===== config.mk =====
export PLATFORM = sky130hd
export DESIGN_NAME = message_process_cu
export DESIGN_NICKNAME = d
export VERILOG_FILES = /design/src/rtl/message_process_cu.sv
export SDC_FILE = /design/constraint.sdc
export NUM_CORES = 1
export LEC_CHECK = 0
export ABC_AREA = 1
export CORE_MARGIN = 4
export CORE_UTILIZATION = 25
export CTS_BUF_LIST = sky130_fd_sc_hd__clkbuf_8
export DETAILED_ROUTE_END_ITERATION = 10
export DONT_BUFFER_PORTS = 1
export GPL_TIMING_DRIVEN = 1
export PLACE_DENSITY = 0.44
export SLEW_MARGIN = 25
export SYNTH_ARGS = -nofsm -noshare
export SYNTH_HDL_FRONTEND = slang
export SYNTH_SLANG_ARGS = --single-unit

===== constraint.sdc =====
create_clock -name clk -period 1.5 [get_ports clk]
set_clock_uncertainty 0.15 [all_clocks]
set_input_delay 0.45 -clock clk [delete_from_list [all_inputs] [get_ports clk]]
set_output_delay 0.45 -clock clk [all_outputs]
set_load 0.05 [all_outputs]

===== src/rtl/message_process_cu.sv =====
// -----------------------------------------------------------------------------
// message_process_cu
//
// Control unit for message_process_dp. It sequences one MSG_W-bit message
// transfer: latch the message, strobe the datapath shift-register load, enable
// the bit-timing counters, then wait for the datapath's end-of-frame carry (co2).
// A one-deep pending buffer keeps a start that arrives during a frame. A
// watchdog on co2 and a synchronous abort path are also provided.
//
// State table
//   state  | meaning
//   -------+--------------------------------------------------------------
//   IDLE   | waiting for a start, or serving a request left in the buffer
//   LOAD   | one-cycle load strobe to the datapath; watchdog cleared
//   SEND   | bit counters enabled; waiting for co2 or the watchdog
//   DONE   | one-cycle done pulse; chain straight into a buffered request
//   ERR    | co2 never arrived; held until abort
//
// Ports
//   clk             in   1      system clock, rising edge
//   reset           in   1      asynchronous, active-low reset
//   start           in   1      request pulse; message_in valid in the same cycle
//   message_in      in   MSG_W  message to send
//   abort           in   1      synchronous abort, overrides everything but reset
//   co2             in   1      datapath frame-complete carry
//   load_shift_reg  out  1      one-cycle load strobe to the datapath
//   en_cnt          out  1      bit-timing counter enable to the datapath
//   message         out  MSG_W  message to the datapath, changes only entering LOAD
//   busy            out  1      high in every state except IDLE
//   done            out  1      one-cycle pulse when a frame completes
//   err             out  1      high while in ERR
//   overflow        out  1      one-cycle pulse when a start is dropped
// -----------------------------------------------------------------------------
module message_process_cu #(
    parameter int MSG_W   = 5,
    parameter int TO_W    = 14,
    parameter int TIMEOUT = 12000
) (
    input  logic             clk,
    input  logic             reset,
    input  logic             start,
    input  logic [MSG_W-1:0] message_in,
    input  logic             abort,
    input  logic             co2,
    output logic             load_shift_reg,
    output logic             en_cnt,
    output logic [MSG_W-1:0] message,
    output logic             busy,
    output logic             done,
    output logic             err,
    output logic             overflow
);

    typedef enum logic [2:0] {
        S_IDLE = 3'd0,
        S_LOAD = 3'd1,
        S_SEND = 3'd2,
        S_DONE = 3'd3,
        S_ERR  = 3'd4
    } state_t;

    localparam logic [TO_W-1:0] WDOG_LAST = TO_W'(TIMEOUT - 1);
    localparam logic [TO_W-1:0] WDOG_MAX  = '1;

    state_t           state, state_nxt;
    logic [MSG_W-1:0] msg_reg, msg_nxt;
    logic [MSG_W-1:0] pend_reg, pend_nxt;
    logic             pend_valid, pend_valid_nxt;
    logic             overflow_nxt;
    logic [TO_W-1:0]  wdog, wdog_nxt;

    // A start seen mid-frame is either kept (buffer empty) or dropped.
    logic             req_capture;
    logic             req_drop;

    assign req_capture = start & ~pend_valid;
    assign req_drop    = start &  pend_valid;

    always_ff @(posedge clk or negedge reset) begin
        if (!reset) begin
            state      <= S_IDLE;
            msg_reg    <= '0;
            pend_reg   <= '0;
            pend_valid <= 1'b0;
            overflow   <= 1'b0;
            wdog       <= '0;
        end else begin
            state      <= state_nxt;
            msg_reg    <= msg_nxt;
            pend_reg   <= pend_nxt;
            pend_valid <= pend_valid_nxt;
            overflow   <= overflow_nxt;
            wdog       <= wdog_nxt;
        end
    end

    always_comb begin
        state_nxt      = state;
        msg_nxt        = msg_reg;
        pend_nxt       = pend_reg;
        pend_valid_nxt = pend_valid;
        overflow_nxt   = 1'b0;
        wdog_nxt       = wdog;

        if (abort) begin
            // Any start in the same cycle is discarded silently.
            state_nxt      = S_IDLE;
            pend_valid_nxt = 1'b0;
        end else begin
            case (state)
                S_IDLE: begin
                    if (pend_valid) begin
                        // Serve the buffered request; a fresh start refills the slot.
                        msg_nxt   = pend_reg;
                        state_nxt = S_LOAD;
                        if (start) begin
                            pend_nxt = message_in;
                        end else begin
                            pend_valid_nxt = 1'b0;
                        end
                    end else if (start) begin
                        msg_nxt   = message_in;
                        state_nxt = S_LOAD;
                    end
                end

                S_LOAD: begin
                    wdog_nxt  = '0;
                    state_nxt = S_SEND;
                    if (req_capture) begin
                        pend_nxt       = message_in;
                        pend_valid_nxt = 1'b1;
                    end
                    overflow_nxt = req_drop;
                end

                S_SEND: begin
                    if (wdog != WDOG_MAX) begin
                        wdog_nxt = wdog + 1'b1;
                    end
                    if (!co2 && (wdog == WDOG_LAST)) begin
                        // The buffer is flushed on the way into ERR, so a start in
                        // this cycle is reported as dropped.
                        state_nxt      = S_ERR;
                        pend_valid_nxt = 1'b0;
                        overflow_nxt   = start;
                    end else begin
                        if (co2) begin
                            state_nxt = S_DONE;
                        end
                        if (req_capture) begin
                            pend_nxt       = message_in;
                            pend_valid_nxt = 1'b1;
                        end
                        overflow_nxt = req_drop;
                    end
                end

                S_DONE: begin
                    if (pend_valid) begin
                        msg_nxt        = pend_reg;
                        pend_valid_nxt = 1'b0;
                        state_nxt      = S_LOAD;
                        overflow_nxt   = start;
                    end else begin
                        // A start here is buffered and picked up from IDLE.
                        state_nxt = S_IDLE;
                        if (start) begin
                            pend_nxt       = message_in;
                            pend_valid_nxt = 1'b1;
                        end
                    end
                end

                S_ERR: begin
                    overflow_nxt = start;
                end

                default: begin
                    state_nxt      = S_IDLE;
                    pend_valid_nxt = 1'b0;
                end
            endcase
        end
    end

    assign load_shift_reg = (state == S_LOAD);
    assign en_cnt         = (state == S_SEND);
    assign busy           = (state != S_IDLE);
    assign done           = (state == S_DONE);
    assign err            = (state == S_ERR);
    assign message        = msg_reg;

endmodule


; ---- Yosys cells after proc, flatten, opt, wreduce, memory -nomap -nowiden
; Index checks and enable logic that the tools add are counted.
[classes]
n_bitwise = 4
n_eq_ne = 15
muxes = 30
reduce_logical = 11
add_sub_neg = 1
[ops]
columns = cell, n
row1 = 5-bit two-way mux, 8
row2 = 14-bit case mux with 2 select lines, 1
row3 = 5-bit case mux with 4 select lines, 1
row4 = 3-bit two-way mux, 5
row5 = 3-bit case mux with 5 select lines, 1
row6 = 14-bit by 1-bit adder with 14-bit output (second input constant), 1
row7 = 14-bit equality test (second input constant), 1
row8 = 14-bit two-way mux, 1
row9 = 14-bit != test (second input constant), 1
row10 = 1-bit two-way mux, 10
row11 = 5-bit case mux with 2 select lines, 1
row12 = 2-bit != test (second input constant), 4
row13 = 3-bit by 2-bit equality test with 1-bit output (second input constant), 2
row14 = 3-bit AND reduction, 2
row15 = 1-bit case mux with 5 select lines, 1
row16 = 5-bit AND reduction, 1
row17 = 2-bit by 1-bit != test with 1-bit output (second input constant), 2
row18 = 4-bit by 3-bit != test with 1-bit output (second input constant), 1
row19 = 4-bit != test (second input constant), 1
row20 = 1-bit case mux with 4 select lines, 1
row21 = 4-bit AND reduction, 1
row22 = 2-bit nonzero test, 2
row23 = 4-bit nonzero test, 1
row24 = 3-bit by 1-bit equality test with 1-bit output (second input constant), 1
row25 = other kinds (8), 10
[totals]
ff_bits = 29

; ---- Longest topological paths before layout
[logic_depth]
ltp_word = 6
mapped_depth = 11
mapped_depth_nobuf = 11

; ---- Least setup slack after synthesis
; OpenSTA, ideal clock, no wires.
[synth_timing]
path_kind = flip-flop to flip-flop
start = reg state[0]
end = reg msg_reg[0], in the netlist message[0]
n_path_buf = 1
path_slack_ns = -0.526
stages_incl_launch_ff = 8
setup_ns = 0.126
arrival_ns = 1.750
t_required_ns = 1.224
cell_sequence = dfrtp_1 -> nand2_1 -> nor2_1 -> nand2_1 -> nand2_1 -> and3_1 -> buf_6 -> o21ai_0
[synth_between]
elab_chain_len = 3
elab_cells_between_ends = 7
cone_classes = eq/ne (3) / mux (1) / reduce/logical (3)
[synth_lines]
columns = item, line
row1 = "start, declared", 65  ; state_t state, state_nxt;
row2 = "start signal, assigned", 88  ; state <= state_nxt;
row3 = 3-bit by 2-bit equality test with 1-bit output (*), n/a
row4 = via done, 49  ; output logic done,
row5 = 2-bit by 1-bit != test with 1-bit output (no line) or 2-bit nonzero test (tied branches), n/a
row6 = 4-bit AND reduction (no line), n/a
row7 = "end signal, assigned", 89  ; msg_reg <= msg_nxt;
row8 = "end, declared", 66  ; logic [MSG_W-1:0] msg_reg, msg_nxt;
; The timed path passes the listed nets; every way through them passes the cells marked *.
; A chain may end at the register's enable or synchronous reset.

; ---- Worst setup path in the final report
[layout_timing]
start = reg state[0]
end = out busy
[layout_between]
elab_chain_len = 1
[layout_lines]
columns = item, line
row1 = 3-bit nonzero test, 189  ; assign busy = (state != S_IDLE);
row2 = "end, declared", 48  ; output logic busy,
; No other way between the ends.

==> results.toml <==
[setup_path]
worstReg2RegStart = "state[0]"
crit_path_end_kind = "primary output"
arrival_ns = 1.22
reg2reg_to = "pend_reg[4]"
required_ns = 0.90
critPathMaxFanout = 4
critPathKind = "flip-flop to primary output"
r2r_cells = 11
reg2reg_setup_slack_ns = -0.21
startpoint_type = "flip-flop"

[floorplan]
chipHeight_um = 93.2
io_pins = 21
die-width_um = 93.2
initial_utilization = 0.263
fp.dieArea_um2 = 8690
core_area_um2 = 6910
rows = 30

[layout]
largest_reg_flops = 14
fillers = 734
layout_common_cells = "nand2_1 (65), buf_4 (45), inv_1 (24)"
fin_nets = 321
drive_above_1_share = 0.412
syn2layout_area_growth_pct = 48.1
final_common_cell = "nand2_1"
layoutNonFillerInstCount = 407
antenna_cells = 0

[clock_network]
cts_buffers = 5
worstSkewPairLatency_ns = 0.29
cts_tree = "built"
worst_setup_hold_path_clk_slew_ns = 0.07
clk_path_buf_depth = 2
cts_sinks = 29
cts_root_buffer = "clkbuf_8"
h-tree-depth = 2

[sta]
finalHoldViolCount = 0
period_share = 1.22
rsz0062_at_grt = "yes"
layout_setup_ws_ns = -0.323
setup_viol = 26
fin_tns_setup_ns = -3.98
fmax_ghz = 0.549
finalMaxSlewViolations = 0
tightestPinTransition_ns = 0.272
slew_headroom = 0.818
period_minus_slack_ns = 1.82
hold_ws_ns = 0.0657

[min_path]
hp-class = "input port to flip-flop"
holdPathEnd = "state[0]"
min_from = "abort"
min_path_cells = 1

[routing]
vias_per_cell = 4.32
first_pass_iters = 4
drt-total-wl_um = 4880
wl_per_cell_um = 12.0
drc = 0
drt-initial-drc-count = 74
antenna_left = 0
dr_total_vias = 1759

[outcome]
violations = "setup timing"
outcome = "finished with violations"

[place]
routabilityCongestion = 0.762
io_buffers = 0
hpwl_um = 3500
dpl.cell_count = 380

[logic_synthesis]
synth-seq-cells = 29
synth-simple-area-share = 0.360
ys_seq_area_frac = 0.400
synth_nets = 260
syn_inst = 249
syn_avg_cell_area_um2 = 7.29
synth_top_family_by_area = "simple AND/OR/NAND/NOR gates"
synth_cell_types = 26
yosys_warnings = 0
synth_adder_area_share = 0.00689
synth_xor_area_frac = 0.0289
synth_compound_area_frac = 0.112
synth.mux.area_fraction = 0
synth_area_um2 = 1820

[global_routing]
antenna_found_initial = 0
grt-ovfl-total = 0
grt_max_degree = 30
grt_pass1_vias = 1601
grt_use_total = 0.115
grt_pass1_wl_um = 7870

[power_and_ir_drop]
power.density_nw_per_um2 = 1280
p_leak_nw = 1.18
vdd_drop_max_uv = 660

[run]
drv_cap = 0
-- worst max-delay path: stages, from the launching register on --
cell and delay, ns:
dfrtp_1 0.42, nor2_2 0.15, inv_2 0.08, nor2_4 0.11, inv_4 0.05, buf_12 0.14
-- metal layers --
metal	wire length [µm]	part of all wire	track usage
met1	2340	0.48	0.155
met2	2350	0.48	0.178
met3	127	0.026	0.0298
met4	62	0.013	0.0366
met5	0	0	0
-- worst max-delay path by stage --
stage          cells after the start      from           to  slack [ns]
6_report                           5  state[0]         busy       -0.32
3_5_place_dp                       9  state[0]  pend_reg[4]       -0.08
4_1_cts                            5  state[1]         busy       -0.33
5_1_grt                            5  state[0]         busy       -0.41
2_1_floorplan                      8  state[1]   message[0]       -0.09
3_3_place_gp                       9   wdog[1]      wdog[8]       -0.06
-- through the flow --
step / setup WS [ns] / power, mW / util / area [µm²]
3_3_place_gp: -0.0629 / 2.49 / 0.333 / 2300
5_1_grt: -0.405 / 3.67 / 0.389 / 2690
2_1_floorplan: -0.0906 / 2.11 / - / 1890
3_5_place_dp: -0.0762 / 2.50 / 0.333 / 2300
6_report: -0.323 / 3.45 / 0.389 / 2690
4_1_cts: -0.334 / 3.32 / 0.363 / 2510
-- cell type report --
cell class	instances	area, µm²	area share
Timing Repair Buffer	58	522	0.194
Clock inverter	3	17.5	0.00651
Inverter	33	145	0.0540
Timing Repair inverter	1	6.26	0.00233
Multi-Input combinational cell	182	1070	0.399
Sequential cell	29	736	0.274
Clock buffer	5	68.8	0.0256
Tap cell	96	120	0.0447
-- logic make-up (layout without fill, tap and decap cells) --
logic type,count (synthesis),count (layout)
AOI/OAI and AO/OA,36,36
and+or+nand+nor,139,139
adders and majority gates,1,1
buffers and inverters,38,100
DFF,29,29
xor gates and xnor gates,6,6
-- synth_stat cells --
library cell / instances / area share
nand2_1: 75 / 0.16
dfrtp_1: 29 / 0.40
inv_1: 27 / 0.056
nor2_1: 26 / 0.054
o21ai_0: 19 / 0.052
nand3_1: 15 / 0.041
inv_2: 6 / 0.012
nand4_1: 6 / 0.021
xor2_1: 6 / 0.029
a21oi_1: 5 / 0.014
o21ai_1: 4 / 0.011
o21bai_1: 4 / 0.017
buf_6: 3 / 0.019
nand2_2: 3 / 0.010
nand3_4: 3 / 0.029
nor2_4: 3 / 0.019
nor3_1: 3 / 0.0083
buf_2: 2 / 0.0055
nor2_2: 2 / 0.0069
o21ai_2: 2 / 0.0097
and3_1: 1 / 0.0034
ha_1: 1 / 0.0069
nand2_4: 1 / 0.0062
nand4_2: 1 / 0.0069
o211ai_1: 1 / 0.0041
o21a_1: 1 / 0.0041
-- repair_timing --
action	4_1_cts	5_1_grt
resized for setup	24	31
buffers inserted	8	9
setup endpoints to repair	36	34
hold buffers	2	0
hold endpoints to repair	29	0
gates cloned	0	1
pin swaps	7	12
-- report_power, final --
part | internal, mW | total (mW) | switching (mW)
clock network | 0.320 | 0.661 | 0.341
logic | 0.654 | 1.52 | 0.865
registers | 0.960 | 1.27 | 0.310
(Power assumes the default switching activity.)
